File: config.mk
export PLATFORM = sky130hd
export DESIGN_NAME = sqrt_req_scheduler_flat
export DESIGN_NICKNAME = d
export VERILOG_FILES = /design/src/rtl/sqrt_req_scheduler_if.sv /design/src/rtl/sqrt_req_scheduler.sv /design/src/flat_wrapper.sv
export SDC_FILE = /design/constraint.sdc
export NUM_CORES = 1
export LEC_CHECK = 0
export CORE_UTILIZATION = 35
export CTS_BUF_LIST = sky130_fd_sc_hd__clkbuf_2 sky130_fd_sc_hd__clkbuf_4 sky130_fd_sc_hd__clkbuf_8
export DETAILED_ROUTE_END_ITERATION = 10
export GPL_TIMING_DRIVEN = 0
export PLACE_DENSITY = 0.73
export SYNTH_ARGS = -nofsm -noshare
export SYNTH_HDL_FRONTEND = slang
export SYNTH_SLANG_ARGS = --single-unit
File: constraint.sdc
create_clock -name clk -period 2.1 [get_ports clk]
set_clock_uncertainty 0.2 [all_clocks]
set_input_delay 0.42 -clock clk [delete_from_list [all_inputs] [get_ports clk]]
set_output_delay 0.42 -clock clk [all_outputs]
set_load 0.03 [all_outputs]
File: src/rtl/sqrt_req_scheduler_if.sv
// sqrt_req_scheduler_if: requester, engine and result signals of the shared square-root scheduler.
// Ports (slave = scheduler view):
//   req/req_x in, req_ack out        : requester level requests, packed operands, one-hot grant pulse
//   eng_start/eng_x/eng_abort out    : engine start pulse, latched operand, timeout clear
//   eng_done/eng_root in             : engine completion pulse and root
//   res_valid/res_id/res_root/res_err out, res_ready in : result handshake
//   busy out                         : scheduler not idle
interface sqrt_req_scheduler_if #(
    parameter int ID_W   = 2,
    parameter int DATA_W = 8,
    parameter int ROOT_W = 4
);
    localparam int NREQ = 2 ** ID_W;
    logic [NREQ-1:0]        req;
    logic [NREQ*DATA_W-1:0] req_x;
    logic [NREQ-1:0]        req_ack;
    logic                   eng_start;
    logic [DATA_W-1:0]      eng_x;
    logic                   eng_abort;
    logic                   eng_done;
    logic [ROOT_W-1:0]      eng_root;
    logic                   res_valid;
    logic                   res_ready;
    logic [ID_W-1:0]        res_id;
    logic [ROOT_W-1:0]      res_root;
    logic                   res_err;
    logic                   busy;
    modport slave (
        input  req, req_x, eng_done, eng_root, res_ready,
        output req_ack, eng_start, eng_x, eng_abort, res_valid, res_id, res_root, res_err, busy
    );
    modport master (
        output req, req_x, eng_done, eng_root, res_ready,
        input  req_ack, eng_start, eng_x, eng_abort, res_valid, res_id, res_root, res_err, busy
    );
endinterface

File: src/rtl/sqrt_req_scheduler.sv
// sqrt_req_scheduler: round-robin sharing of one square-root engine among 2**ID_W requesters.
// Ports:
//   clk   in : rising-edge clock
//   clr_n in : asynchronous active-low reset
//   bus   slave modport of sqrt_req_scheduler_if (requests/grants, engine start/done/abort,
//         result valid/ready with id, root and timeout error, busy)
module sqrt_req_scheduler #(
    parameter int ID_W    = 2,
    parameter int DATA_W  = 8,
    parameter int ROOT_W  = 4,
    parameter int TIMEOUT = 64
) (
    input  logic                clk,
    input  logic                clr_n,
    sqrt_req_scheduler_if.slave bus
);
    localparam int NREQ = 2 ** ID_W;

    typedef enum logic [1:0] {IDLE, ISSUE, WAIT, RESP} state_t;

    state_t            r_state, w_state_nxt;
    logic [ID_W-1:0]   r_rr_ptr, r_id, w_pick;
    logic              w_any, w_timeout;
    logic [7:0]        r_wdog;
    logic [NREQ-1:0]   r_req_ack;
    logic              r_eng_start, r_eng_abort, r_res_err;
    logic [DATA_W-1:0] r_eng_x;
    logic [ROOT_W-1:0] r_res_root;

    // The abort is registered, so it is decided one count early: the WAIT cycle that
    // would take the watchdog to TIMEOUT-1 is the last one.
    assign w_timeout = r_wdog == 8'(TIMEOUT - 2);

    // Scan downward in distance so the requester closest to rr_ptr (with wrap) wins.
    always_comb begin
        w_pick = '0;
        w_any  = 1'b0;
        for (int k = NREQ - 1; k >= 0; k--) begin
            if (bus.req[r_rr_ptr + ID_W'(k)]) begin
                w_pick = r_rr_ptr + ID_W'(k);
                w_any  = 1'b1;
            end
        end
    end

    always_comb begin
        w_state_nxt = r_state;
        case (r_state)
            IDLE:    w_state_nxt = w_any ? ISSUE : IDLE;
            ISSUE:   w_state_nxt = WAIT;
            WAIT:    w_state_nxt = (bus.eng_done || w_timeout) ? RESP : WAIT;
            RESP:    w_state_nxt = bus.res_ready ? IDLE : RESP;
            default: w_state_nxt = IDLE;
        endcase
    end

    always_ff @(posedge clk or negedge clr_n) begin
        if (!clr_n) r_state <= IDLE;
        else        r_state <= w_state_nxt;
    end

    always_ff @(posedge clk or negedge clr_n) begin
        if (!clr_n) begin
            r_rr_ptr    <= '0;
            r_id        <= '0;
            r_wdog      <= '0;
            r_req_ack   <= '0;
            r_eng_start <= 1'b0;
            r_eng_abort <= 1'b0;
            r_eng_x     <= '0;
            r_res_root  <= '0;
            r_res_err   <= 1'b0;
        end else begin
            r_req_ack   <= '0;
            r_eng_start <= 1'b0;
            r_eng_abort <= 1'b0;
            case (r_state)
                IDLE: if (w_any) begin
                    r_req_ack <= NREQ'(1) << w_pick;
                    r_id      <= w_pick;
                    r_eng_x   <= bus.req_x[int'(w_pick) * DATA_W +: DATA_W];
                end
                ISSUE: begin
                    r_eng_start <= 1'b1;
                    r_wdog      <= '0;
                end
                WAIT: if (bus.eng_done) begin
                    r_res_root <= bus.eng_root;
                    r_res_err  <= 1'b0;
                end else if (w_timeout) begin
                    r_eng_abort <= 1'b1;
                    r_res_root  <= '0;
                    r_res_err   <= 1'b1;
                end else begin
                    r_wdog <= r_wdog + 8'd1;
                end
                RESP: if (bus.res_ready) r_rr_ptr <= r_id + ID_W'(1);
                default: ;
            endcase
        end
    end

    assign bus.req_ack   = r_req_ack;
    assign bus.eng_start = r_eng_start;
    assign bus.eng_x     = r_eng_x;
    assign bus.eng_abort = r_eng_abort;
    assign bus.res_valid = r_state == RESP;
    assign bus.res_id    = r_id;
    assign bus.res_root  = r_res_root;
    assign bus.res_err   = r_res_err;
    assign bus.busy      = r_state != IDLE;
endmodule

File: src/flat_wrapper.sv
// flat-port wrapper written by rule: the top's interface ports become plain ports
module sqrt_req_scheduler_flat 
#(
    parameter int ID_W    = 2,
    parameter int DATA_W  = 8,
    parameter int ROOT_W  = 4,
    parameter int TIMEOUT = 64
)
  (clk, clr_n, bus_req, bus_req_x, bus_eng_done, bus_eng_root, bus_res_ready, bus_req_ack, bus_eng_start, bus_eng_x, bus_eng_abort, bus_res_valid, bus_res_id, bus_res_root, bus_res_err, bus_busy);
  sqrt_req_scheduler_if #(.ID_W(ID_W), .DATA_W(DATA_W), .ROOT_W(ROOT_W)) bus_i ();
  input  logic clk;
  input  logic clr_n;
  input wire logic [$bits(bus_i.req)-1:0] bus_req;
  input wire logic [$bits(bus_i.req_x)-1:0] bus_req_x;
  input wire logic [$bits(bus_i.eng_done)-1:0] bus_eng_done;
  input wire logic [$bits(bus_i.eng_root)-1:0] bus_eng_root;
  input wire logic [$bits(bus_i.res_ready)-1:0] bus_res_ready;
  output wire logic [$bits(bus_i.req_ack)-1:0] bus_req_ack;
  output wire logic [$bits(bus_i.eng_start)-1:0] bus_eng_start;
  output wire logic [$bits(bus_i.eng_x)-1:0] bus_eng_x;
  output wire logic [$bits(bus_i.eng_abort)-1:0] bus_eng_abort;
  output wire logic [$bits(bus_i.res_valid)-1:0] bus_res_valid;
  output wire logic [$bits(bus_i.res_id)-1:0] bus_res_id;
  output wire logic [$bits(bus_i.res_root)-1:0] bus_res_root;
  output wire logic [$bits(bus_i.res_err)-1:0] bus_res_err;
  output wire logic [$bits(bus_i.busy)-1:0] bus_busy;
  assign bus_i.req = bus_req;
  assign bus_i.req_x = bus_req_x;
  assign bus_i.eng_done = bus_eng_done;
  assign bus_i.eng_root = bus_eng_root;
  assign bus_i.res_ready = bus_res_ready;
  assign bus_req_ack = bus_i.req_ack;
  assign bus_eng_start = bus_i.eng_start;
  assign bus_eng_x = bus_i.eng_x;
  assign bus_eng_abort = bus_i.eng_abort;
  assign bus_res_valid = bus_i.res_valid;
  assign bus_res_id = bus_i.res_id;
  assign bus_res_root = bus_i.res_root;
  assign bus_res_err = bus_i.res_err;
  assign bus_busy = bus_i.busy;
  sqrt_req_scheduler #(.ID_W(ID_W), .DATA_W(DATA_W), .ROOT_W(ROOT_W), .TIMEOUT(TIMEOUT)) u_core (.clk(clk), .clr_n(clr_n), .bus(bus_i));
endmodule
==> metrics.md <==
| Metric | Value |
|---|---|
| Critical Path AT | `roughly 2.0 ns` |
| Drt total wl | `about 4200 um` |
| Slowest stage cell, crit path | `dfrtp_1` |
| Die H | `approximately 72 um` |
| Die ar. | `between 5000 and 6000 um2` |
| First-pass GRT wire length | `roughly 6700 um` |
| Synth Cell Area | `around 1700 um2` |
| Clk root buf | `clkbuf_8` |
| Post-synth EDFFs | `0` |
| Initial cell density of the core | `0.365` |
| Crit path cell chain | `or3b_4 > o221ai_4 > buf_6 > buf_12 > mux2i_1 > nor3_1 > a211o_1` |
| Final setup violation count | `0` |
| Syn Nets | `between 200 and 250` |
| Psw | `~1.3 mW` |
| Routed via count | `1509` |
| Die X | `72.4 um` |
| Synth warn | `0` |
| Clock slew at the register clock pins of the worst setup and hold paths | `approximately 0.070 ns` |
| Cells after synthesis | `~160` |
| Hold Vio Cnt, Final | `30` |
| Crit Path Max Fanout | `10` |
| 1st-pass router iterations | `4` |
| Logic pwr share | `0.540` |
| Dpl cells | `296` |
| Mean Syn Cell Area | `10.7 um2` |
| Clk pwr share | `0.145` |
| Total track usage | `0.167` |
| Synth cell types | `41` |
| Clk_lat worst skew | `slightly below 0.3 ns` |
| CTS tree | `done` |
| Fin nets | `approximately 290` |
| Minimum clock period | `just over 2 ns` |
| Maximum vdd drop | `~0.8 mV` |
| Internal power | `1.89 mW` |
| Fmax | `between 0.4 and 0.5 GHz` |
| IO buf count | `66` |
| Worst-margin pin slew | `0.720 ns` |
| Status | `finished, violations left` |
| Rel. slew slack | `0.520` |
| Num rows | `25` |
| Layout Area Growth over Synthesis | `52.4%` |
| Number of max-cap violations | `0` |
| Setup TNS | `0 ns` |
| CP bufs+invs | `2` |
| Design Area, Final | `roughly 2600 um2` |
| Pwr/cell area | `approximately 1200 nW/um2` |
| Critical path type | `reg -> reg` |
| Vias in the first global route | `1416` |
| Gpl congestion | `between 0.7 and 0.8` |
| DR WL/cell | `~14 um` |
| DR DRC count | `0` |
| Delay-heaviest family, CP | `simple AND/OR/NAND/NOR gates` |
| 1st-iter DRT viols | `slightly above 50` |
| Dpl cell area | `roughly 2500 um2` |
| Primary FF master, synth | `dfrtp_1` |
| Sw Share | `0.410` |
| HPWL reported at the end of detailed placement | `~3000 um` |
| Startpoint types | `register` |
| Placement Setup Slack | `-0.553 ns` |
| Hold crit path type | `in -> async` |
| Required time reported for the critical path endpoint | `2.07 ns` |
| H-tree levels | `2` |
| FFs w/ async S/R, synth | `1.00` |
| Pleak | `about 1.2 nW` |
| Hold Slack | `-0.0220 ns` |
| Largest net degree at the start of global routing | `34` |
| Final ANT Viol Nets | `0` |
| Share of cells above drive strength 1 | `0.141` |
| Failing checks | `hold timing` |
| Slew Viols, Final | `0` |
| FF+latch count, synth | `33` |
| Seq/Total Area, Yosys | `0.476` |
| Post-route insts no fill | `just over 300` |
| Grt ovf | `0` |
| Core ar. | `between 4000 and 5000 um2` |
| Proportion of power drawn by flip-flops and latches | `0.315` |
| Initial antenna violation count | `0` |
| Max clock buf depth | `2` |
| Post-CTS Hold Buffers | `0` |
| CP max stage delay | `about 0.42 ns` |
| I/O Pins | `67` |
| Sink Count | `33` |
| Inserted Diodes | `0` |
| Worst Setup End Kind | `register` |
| Final Worst Setup Slack | `around 0.07 ns` |
| Total CTS buffers | `5` |
| DR vias/cell | `4.90` |
| Period utilisation layout | `0.967` |
## Yosys cell counts, types with 2 or more instances
library cell / count / area share
buf_4: 2 / 0.0086
xor2_1: 2 / 0.010
o211ai_1: 2 / 0.0086
nor2_1: 8 / 0.017
nor3_1: 17 / 0.049
clkbuf_1: 2 / 0.0043
o31ai_1: 2 / 0.0086
inv_1: 8 / 0.017
clkbuf_4: 2 / 0.0086
ha_1: 2 / 0.014
o21ai_0: 4 / 0.012
dfrtp_1: 33 / 0.48
a21oi_1: 6 / 0.017
and3_1: 3 / 0.011
a22o_1: 4 / 0.020
nor3b_1: 3 / 0.013
a211o_1: 8 / 0.040
mux2i_1: 18 / 0.10
nand2_1: 13 / 0.028
and2_1: 2 / 0.0072
nand3_1: 2 / 0.0058
## layer usage
metal  wire, um  track usage  vias to the layer above
li1           -            -                      746
met1       1810        0.222                      725
met4         51       0.0588                        0
met2       2210        0.268                       32
met5          0            0                        -
met3        165       0.0389                        6
## cell usage in the layout (no fill, tap or decap), drive strengths merged, types with 2 or more instances in the layout
cell type       n
a211o           8
a21oi           6
a22o            4
and2            2
and3            3
buf             9
clkbuf         10
clkdlybuf4s50  58
clkinv          2
dfrtp          33
dlygate4sd2     4
dlymetal6s2s    2
ha              2
inv             8
mux2i          18
nand2          14
nand3           2
nor2            8
nor3           17
nor3b           3
o211ai          2
o21ai           5
o31ai           2
or3b            2
xor2            2
## worst register-to-register path: stages (launching register included)
cell and delay [ns]:
dfrtp_1 0.42, or3b_4 0.42, o221ai_4 0.08, buf_6 0.18
buf_12 0.14, mux2i_1 0.18, nor3_1 0.06, a211o_1 0.24
## stage by stage
step / util / power [mW]
detailed placement: 0.521 / 2.64
floorplan: - / 2.05
global route: 0.557 / 3.40
CTS: 0.546 / 3.14
global placement: 0.522 / 2.62
finish: 0.557 / 3.20
## worst paths after layout
path                            slack [ns]               start               endpoint  depth (start not counted)
worst max register to register        0.07  u_core.r_rr_ptr[0]    u_core.bus.eng_x[6]                          7
max in group asynchronous             1.20               clr_n     u_core.r_rr_ptr[1]                          1
worst min-delay path                 -0.02               clr_n  u_core.bus.req_ack[1]                          1
worst min register to register        0.29    u_core.r_wdog[4]       u_core.r_wdog[4]                          1
min in group clk                      0.29    u_core.r_wdog[4]       u_core.r_wdog[4]                          1
worst max-delay path                  0.07  u_core.r_rr_ptr[0]    u_core.bus.eng_x[6]                          7
## logic make-up after synthesis
| family | synth area share |
|---|---|
| AOI/OAI and AO/OA | 0.169 |
| xor gates and xnor gates | 0.0151 |
| adders and majority gates | 0.0144 |
| buffers and inverters | 0.0569 |
| DFF | 0.476 |
| muxes | 0.112 |
| and+or+nand+nor | 0.157 |
## cell type report
type                            count  area, um2
Multi-Input combinational cell    114        870
Sequential cell                    33        827
Clock inverter                      3       17.5
Inverter                            8       30.0
Timing Repair Buffer               70        681
Buffer                              8       70.1
Fill cell                         439       2110
Tap cell                           67       83.8
Clock buffer                        5       68.8
## state kept, by name, indices dropped and copies added, names as in the netlist
signal                count
u_core.r_rr_ptr           2
u_core.r_wdog             8
u_core.bus.eng_x          8
u_core.bus.eng_start      1
u_core.r_state            2
u_core.bus.res_err        1
u_core.bus.eng_abort      1
u_core.bus.req_ack        4
u_core.bus.res_root       4
u_core.bus.res_id         2
## repair_timing
action	4_1_cts	5_1_grt
pin swaps	0	2
setup buffers	0	3
cloned	1	0
setup endpoints to repair	23	13
resized for setup	12	12
## power by group through the flow
stage               Sequential [mW]  Combinational [mW]  Clock (mW)
global route                   1.04                1.85       0.506
global placement               1.01                1.61           0
finish                         1.01                1.73       0.464
CTS                            1.01                1.65       0.473
floorplan                      1.27               0.778           0
detailed placement             1.01                1.63           0
No activity file was read; power rests on OpenSTA's default activity.
